## src/rtl/sales_ledger_bcd.sv

```systemverilog
// Per-product sale counters and turnover accumulator, both saturating, with a
// query path that reports one count and the turnover as packed BCD via double-dabble.
module sales_ledger_bcd #(
  parameter int unsigned N_PROD = 7,
  parameter int unsigned ID_W   = 3,
  parameter int unsigned CNT_W  = 5,
  parameter int unsigned TURN_W = 7,
  parameter int unsigned AMT_W  = 4,
  parameter int unsigned NDIG   = 3
) (
  input  logic              clk,
  input  logic              rst_n,
  input  logic              en,
  input  logic              clr,
  input  logic              sale_vld,
  input  logic [ID_W-1:0]   sale_id,
  input  logic [AMT_W-1:0]  sale_amt,
  input  logic              qry_vld,
  input  logic [ID_W-1:0]   qry_id,
  output logic              qry_rdy,
  output logic              rsp_vld,
  output logic [4*NDIG-1:0] cnt_bcd,
  output logic [4*NDIG-1:0] turn_bcd,
  output logic              ovf
);

  localparam int unsigned BCD_W = 4 * NDIG;
  localparam int unsigned IT_W  = $clog2(TURN_W + 1);
  localparam logic [CNT_W-1:0]  CNT_MAX  = '1;
  localparam logic [TURN_W-1:0] TURN_MAX = '1;

  typedef enum logic [1:0] {IDLE, CONV, DONE} state_t;

  state_t             state;
  logic [CNT_W-1:0]   cnt [1:N_PROD];
  logic [TURN_W-1:0]  turn;
  logic [TURN_W:0]    turn_sum;
  logic               sale_ok;
  logic [CNT_W-1:0]   qry_cnt;
  logic [IT_W-1:0]    iter;
  logic [TURN_W-1:0]  cbin, tbin;
  logic [BCD_W-1:0]   cbcd, tbcd;
  logic [BCD_W-1:0]   cadj, tadj;

  assign sale_ok  = sale_vld && (sale_id != '0) && (sale_id <= ID_W'(N_PROD));
  assign turn_sum = {1'b0, turn} + (TURN_W+1)'(sale_amt);
  assign qry_rdy  = (state == IDLE) && en;

  // Count lookup for the queried product; invalid IDs read as zero.
  always_comb begin
    qry_cnt = '0;
    for (int unsigned i = 1; i <= N_PROD; i++) begin
      if (qry_id == ID_W'(i)) qry_cnt = cnt[i];
    end
  end

  function automatic logic [BCD_W-1:0] dab_adj(input logic [BCD_W-1:0] b);
    logic [BCD_W-1:0] r;
    r = b;
    for (int unsigned d = 0; d < NDIG; d++) begin
      if (r[4*d +: 4] >= 4'd5) r[4*d +: 4] = r[4*d +: 4] + 4'd3;
    end
    return r;
  endfunction

  assign cadj = dab_adj(cbcd);
  assign tadj = dab_adj(tbcd);

  // Ledger: clr wins over a same-cycle sale; saturated values hold and flag ovf.
  always_ff @(posedge clk or negedge rst_n) begin
    if (!rst_n) begin
      for (int unsigned i = 1; i <= N_PROD; i++) cnt[i] <= '0;
      turn <= '0;
      ovf  <= 1'b0;
    end else if (clr) begin
      for (int unsigned i = 1; i <= N_PROD; i++) cnt[i] <= '0;
      turn <= '0;
      ovf  <= 1'b0;
    end else if (sale_ok) begin
      for (int unsigned i = 1; i <= N_PROD; i++) begin
        if (sale_id == ID_W'(i)) begin
          if (cnt[i] == CNT_MAX) ovf <= 1'b1;
          else                   cnt[i] <= cnt[i] + CNT_W'(1);
        end
      end
      if (turn_sum > {1'b0, TURN_MAX}) begin
        turn <= TURN_MAX;
        ovf  <= 1'b1;
      end else begin
        turn <= turn_sum[TURN_W-1:0];
      end
    end
  end

  // Query FSM: snapshot on accept, TURN_W double-dabble steps, then publish.
  always_ff @(posedge clk or negedge rst_n) begin
    if (!rst_n) begin
      state    <= IDLE;
      iter     <= '0;
      cbin     <= '0;
      tbin     <= '0;
      cbcd     <= '0;
      tbcd     <= '0;
      cnt_bcd  <= '0;
      turn_bcd <= '0;
      rsp_vld  <= 1'b0;
    end else begin
      rsp_vld <= 1'b0;
      case (state)
        IDLE: begin
          if (qry_vld && qry_rdy) begin
            cbin  <= TURN_W'(qry_cnt);
            tbin  <= turn;
            cbcd  <= '0;
            tbcd  <= '0;
            iter  <= '0;
            state <= CONV;
          end
        end
        CONV: begin
          {cbcd, cbin} <= {cadj[BCD_W-2:0], cbin, 1'b0};
          {tbcd, tbin} <= {tadj[BCD_W-2:0], tbin, 1'b0};
          iter         <= iter + IT_W'(1);
          if (iter == IT_W'(TURN_W - 1)) state <= DONE;
        end
        DONE: begin
          cnt_bcd  <= cbcd;
          turn_bcd <= tbcd;
          rsp_vld  <= 1'b1;
          state    <= IDLE;
        end
        default: state <= IDLE;
      endcase
    end
  end

endmodule

```

## config.mk

```make
export PLATFORM = sky130hd
export DESIGN_NAME = sales_ledger_bcd
export DESIGN_NICKNAME = d
export VERILOG_FILES = /design/src/rtl/sales_ledger_bcd.sv
export SDC_FILE = /design/constraint.sdc
export NUM_CORES = 1
export LEC_CHECK = 0
export CAP_MARGIN = 20
export CORE_MARGIN = 2
export CORE_UTILIZATION = 40
export DETAILED_ROUTE_END_ITERATION = 7
export PLACE_DENSITY_LB_ADDON = 0.08
export SLEW_MARGIN = 0
export SYNTH_ARGS = -nofsm -noshare
export SYNTH_HDL_FRONTEND = slang
export SYNTH_SLANG_ARGS = --single-unit
```

## constraint.sdc

```tcl
create_clock -name clk -period 1.9 [get_ports clk]
set_input_delay 0.19 -clock clk [delete_from_list [all_inputs] [get_ports clk]]
set_output_delay 0.19 -clock clk [all_outputs]
set_load 0.005 [all_outputs]
```

==> results of run 1 <==
==> layout make-up <==
class | instances | share of cell area [%]
Clock buffer | 11 | 3.46
Clock inverter | 5 | 0.875
Timing Repair Buffer | 91 | 11.7
Inverter | 23 | 1.18
Multi-Input combinational cell | 410 | 41.6
Sequential cell | 111 | 38.1
Tap cell | 184 | 3.16
==> stage by stage <==
stage / setup TNS [ns] / total power (µW)
finish: 0 / 8460
global route: 0 / 9110
CTS: 0 / 8590
detailed placement: -0.108 / 6530
global placement: 0 / 6430
floorplan: 0 / 5210
==> repair_timing <==
action / in CTS / in global routing
endpoints found under the hold margin: 23 / 0
setup endpoints to repair: 0 / 6
gates resized for setup: 0 / 7
buffers inserted: 0 / 1
hold buffers: 1 / 0
==> layer usage <==
layer  up-vias  global-route usage (%)  part of all wire [%]
met4         0                    4.85                   1.7
met2        78                    29.3                    48
met1      2185                    23.7                    47
met3        19                    4.26                   3.5
li1       2202                       -                     -
met5         -                       0                     0
==> flip-flops by register name (all words and copies together) (netlist names) <==
register,flops
iter,3
turn_bcd,12
state,2
tbin,7
turn,7
cbin,7
cnt_bcd,12
ovf,1
rsp_vld,1
cbcd,12
tbcd,12
cnt,35
==> critical path: stages, from the launching register on <==
cell,delay [ns]
dfrtp_1,0.42
ha_1,0.21
and3_1,0.18
ha_1,0.27
nor3_4,0.30
mux2i_1,0.24
nor2_1,0.06
==> power groups by stage <==
stage / Combinational, µW / Sequential (µW) / Clock (µW)
global route: 3420 / 3500 / 2190
finish: 3040 / 3400 / 2010
floorplan: 1840 / 3370 / 0
global placement: 3000 / 3440 / 0
CTS: 3090 / 3410 / 2090
detailed placement: 3070 / 3460 / 0
==> kinds of logic (layout without fill, tap and decap cells) <==
logic type                 Yosys count  in the layout
and+or+nand+nor                    190            190
adders and majority gates           33             33
DFF                                111            111
xor gates and xnor gates            32             32
AOI/OAI and AO/OA                  116            116
muxes                               39             39
buffers and inverters               52            130
==> placed cells by master (no fill, tap or decap), types with 23 or more instances in the layout <==
| master | n |
|---|---|
| inv_1 | 23 |
| nand3_1 | 28 |
| nand2_1 | 44 |
| ha_1 | 28 |
| nor2_1 | 53 |
| o21ai_0 | 26 |
| dfrtp_1 | 111 |
| xnor2_1 | 28 |
| clkdlybuf4s50_1 | 41 |
| buf_4 | 44 |
==> worst paths after layout <==
check / slack [ns] / cells after the start / to / from
setup / recovery: 0.11 / 6 / cnt[21]$_DFFE_PN0P_ / cnt[21]$_DFFE_PN0P_
hold / removal: 0.29 / 2 / turn_bcd[2]$_DFFE_PN0P_ / rst_n
setup reg to reg: 0.11 / 6 / cnt[21]$_DFFE_PN0P_ / cnt[21]$_DFFE_PN0P_
hold reg to reg: 0.47 / 2 / cbin[5]$_DFFE_PN0P_ / cbin[4]$_DFFE_PN0P_
max in group asynchronous: 1.05 / 3 / cnt_bcd[5]$_DFFE_PN0P_ / rst_n
min in group clk: 0.47 / 2 / cbin[5]$_DFFE_PN0P_ / cbin[4]$_DFFE_PN0P_
==> impl_metrics.toml, run 1 <==
[synthesis]
synth.top_cell.area_share_pct = 46.3
yosys.cell_count.top_type = "dfrtp_1"
synth_edf_count = 0
synth-simple-area-share_pct = 18.3
synth_xor_area_share_pct = 4.67
postSynthCellCount = 573
ys_ff_latch = 111
synth_adder_area_share_pct = 7.01
synthArstFlopShare_pct = 100
synth_area_leaders = "dfrtp_1 46%, ha_1 6.7%, xnor2_1 4.1%"
synth.distinct_cells = 57
synth_top_cells_by_count = "111 x dfrtp_1, 53 x nor2_1, 44 x nand2_1, 32 x ha_1"
synth_area_um2 = 6000
yosysWarnings = 0
synthMuxAreaShare_pct = 7.11
synth_top_area_cell = "dfrtp_1"
synth_area_per_cell_um2 = 10.5
synth_top_family_by_area = "simple AND/OR/NAND/NOR gates"
synth_fp_nets = 622
synth_top_flop_cell = "dfrtp_1"
yosysSeqAreaShare_pct = 46.3
synth_compound_area_share_pct = 12.9

[power_and_ir_drop]
ir_drop_mv = 0.490
pwr-share-comb_pct = 36.0
clock_power_share_pct = 23.8
p_sw_share_pct = 33.5
p_int_uw = 5630
power.leakage_uw = 0.00318
seq_power_share_pct = 40.2
power_switching_uw = 2830
powerDensity_nw_per_um2 = 1160

[finish]
antenna_cells = 0
utilization_pct = 50.0
seqCellArea_um2 = 2780
multiInputGateArea_um2 = 3030
final_nets = 695
final_cells = 835
fin_area_um2 = 7290
syn_to_final_growth_pct = 21.6
nFillCells = 1315
drive_gt1_share_pct = 16.7

[drt]
drt-initial-drc-count = 254
drc = 0
ant_nets = 0
vias = 4484
wl_per_cell_um = 16.0
routed_via_density = 5.37
firstDrtPassIters = 4
wirelength_um = 13300

[sta]
period_share_pct = 94.0
finalSetupViolations = 0
hold_viol_final = 0
worstMarginPinSlew_ns = 0.430
rsz0062_at_grt = "false"
hold_ws_ns = 0.286
max_freq_mhz = 560
max_slew_margin_pct = 71.3
fin_ws_ns = 0.114
period_minus_slack_ns = 1.79
skew_ns = 0.00633
slew_violations = 0

[die]
dieWidth_um = 126
num_rows = 44
start_util_pct = 41.1
boundaryPins = 43
die_y_um = 126
dieArea_um2 = 16000
coreArea_um2 = 14600

[clock_network]
cts_htree_levels = 3
cts-root-buf = "clkbuf_16"
cts_tree = "built"
cts.reportedPaths.clkPinSlew_ns = 0.07
clock-sinks = 111
cts_max_path_buffers = 2
clk_latency_ns = 0.36
cts_buffers = 9

[placed_design]
gp_congestion = 0.844
dp.cells = 817
portBuffers = 42
dp_slack_ns = -0.0497
place_area_um2 = 6930
hpwl_um = 9770

[critical_path]
end_kind = "flip-flop"
worstSetupPathType = "flip-flop to flip-flop"
critical_path_arrival_ns = 2.03
start_kind = "flip-flop"
critPathMaxFanout = 4
crit_required_ns = 2.15

[worst_hold_path]
hold_class = "input port to async pin"

[grt]
antenna_found_initial = 0
grt_pass1_vias = 4638
overflow = 0
grt_pass1_wl_um = 23200
grt_usage_pct = 17.8
grt_max_degree = 48

[job]
cap_violations = 0

[outcome]
status = "completed"
No activity file was read; power rests on OpenSTA's default activity.
==> inputs of run 2 (changes only) <==
- HOLD_SLACK_MARGIN: default -> 0.03
==> results of run 2 <==
Final layout, timing and power as in run 1 (identical DEF).
==> inputs of run 3 (changes only) <==
- CAP_MARGIN: 20 -> 30
- GPL_ROUTABILITY_DRIVEN: default -> 0
- MAX_ROUTING_LAYER: default -> met4
==> impl_metrics.toml, run 3 (synthesized netlist as in run 1, its figures left out) <==
[clock_network]
cts_max_path_buffers = 2
clock-sinks = 111
cts-root-buf = "clkbuf_16"
cts.reportedPaths.clkPinSlew_ns = 0.07
cts_tree = "built"
clk_latency_ns = 0.36
cts_htree_levels = 3
cts_buffers = 9

[grt]
antenna_found_initial = 0
grt_usage_pct = 18.4
grt_max_degree = 48
globalRoute.busiestLayer = "met2"
grt_pass1_vias = 4641
grtUsageMet2_pct = 29.3
grt_use_met1_pct = 23.6
overflow = 0
use_met3_pct = 4.26
grt_pass1_wl_um = 23100

[critical_path]
critPathMaxFanout = 4
start_kind = "flip-flop"
critical_path_arrival_ns = 2.03
crit_path_max_incr_delay_ns = 0.42
cp_top_family = "simple AND/OR/NAND/NOR gates"
r2r-end = "cnt[21]$_DFFE_PN0P_"
crit_required_ns = 2.15
r2r.worst_path.cells = 6
critPathLaunch = "cnt[21]$_DFFE_PN0P_"
rrSetupSlack_ns = 0.11
worstSetupPathType = "flip-flop to flip-flop"
crit_path_cell_trace = "ha_1 -> and3_1 -> ha_1 -> nor3_4 -> mux2i_1 -> nor2_1"
crit_buf_inv = 0
end_kind = "flip-flop"
cp_common_cell = "ha_1"
worst-path-stages = 6
rr_startpoint = "cnt[21]$_DFFE_PN0P_"
worst_path_max_delay_cell = "dfrtp_1"
crit_end = "cnt[21]$_DFFE_PN0P_"

[drt]
drc = 0
wirelength_um = 13400
wl_per_cell_um = 16.0
drt-initial-drc-count = 307
routed_via_density = 5.37
firstDrtPassIters = 5
ant_nets = 0
vias = 4488

[sta]
tns_ns = 0
period_share_pct = 94.1
slew_violations = 0
skew_ns = 0.00547
max_slew_margin_pct = 71.5
max_freq_mhz = 559
rsz0062_at_grt = "false"
worstMarginPinSlew_ns = 0.427
hold_viol_final = 0
period_minus_slack_ns = 1.79
finalSetupViolations = 0

[outcome]
status = "completed"

[finish]
top_register = "cnt"
syn_to_final_growth_pct = 21.6
final_nets = 695
largest_register_ffs = 35
antenna_cells = 0
final_common_cell = "dfrtp_1"
nFillCells = 1315
drive_gt1_share_pct = 16.7
final_cell_mix = "111 x dfrtp_1, 53 x nor2_1, 44 x nand2_1, 44 x buf_4, 41 x clkdlybuf4s50_1"

[worst_hold_path]
hold_class = "input port to async pin"

[placed_design]
hpwl_um = 9770
portBuffers = 42

[die]
dieArea_um2 = 16000
start_util_pct = 41.1
die_y_um = 126
boundaryPins = 43
coreArea_um2 = 14600
num_rows = 44
dieWidth_um = 126

[power_and_ir_drop]
powerDensity_nw_per_um2 = 1160
ir_drop_mv = 0.489
total_power_uw = 8450
power.leakage_uw = 0.00318

[job]
cap_violations = 0
run 3: cell counts in the layout (fill, tap and decap cells not counted):
Identical to the previous run, type by type.
run 3: power breakdown:
group / leakage (µW) / switching (µW) / internal [µW]
Combinational: 0.00155 / 1490 / 1550
Sequential: 0.00148 / 434 / 2970
Clock: 0.000153 / 896 / 1110
Total: 0.00318 / 2820 / 5630
run 3: repair_timing:
action	in CTS	in global routing
gates resized for setup	0	7
hold endpoints to repair	23	0
hold buffers	1	0
endpoints found under the setup margin	0	6
buffers inserted	0	1
run 3: area by class of cell:
type,count,area [µm²],area share [%]
Multi-Input combinational cell,410,3030,41.6
Sequential cell,111,2780,38.1
Timing Repair Buffer,91,851,11.7
Clock buffer,11,253,3.46
Tap cell,184,230,3.16
Inverter,23,86.3,1.18
Clock inverter,5,63.8,0.875
run 3: how the worst min path moves through the flow:
| stage | slack (ns) | cells past startpoint | from | to |
|---|---|---|---|---|
| detailed placement | 0.14 | 1 | rst_n | turn_bcd[3]$_DFFE_PN0P_ |
| finish | 0.29 | 2 | rst_n | turn_bcd[2]$_DFFE_PN0P_ |
| global route | 0.31 | 2 | rst_n | turn_bcd[2]$_DFFE_PN0P_ |
| CTS | 0.29 | 2 | rst_n | turn_bcd[2]$_DFFE_PN0P_ |
| global placement | 0.13 | 1 | rst_n | turn_bcd[3]$_DFFE_PN0P_ |
| floorplan | -0.11 | 0 | rst_n | cbcd[0]$_DFFE_PN0P_ |
run 3: layer usage:
metal / vias to the layer above / share of wire [%]
li1: 2205 / -
met3: 21 / 3.6
met5: - / 0
met4: 0 / 1.7
met2: 74 / 48
met1: 2188 / 47
run 3: metrics by stage:
stage	cells	area (µm²)	utilization [%]	worst slack [ns]	hold WS (ns)
detailed placement	817	6930	47.5	-0.0497	0.135
CTS	834	7260	49.7	0.0418	0.295
global route	835	7290	50.0	0.000679	0.307
global placement	817	6930	47.5	0.0155	0.132
floorplan	573	6000	-	0.109	-0.106
finish	835	7290	50.0	0.112	0.288
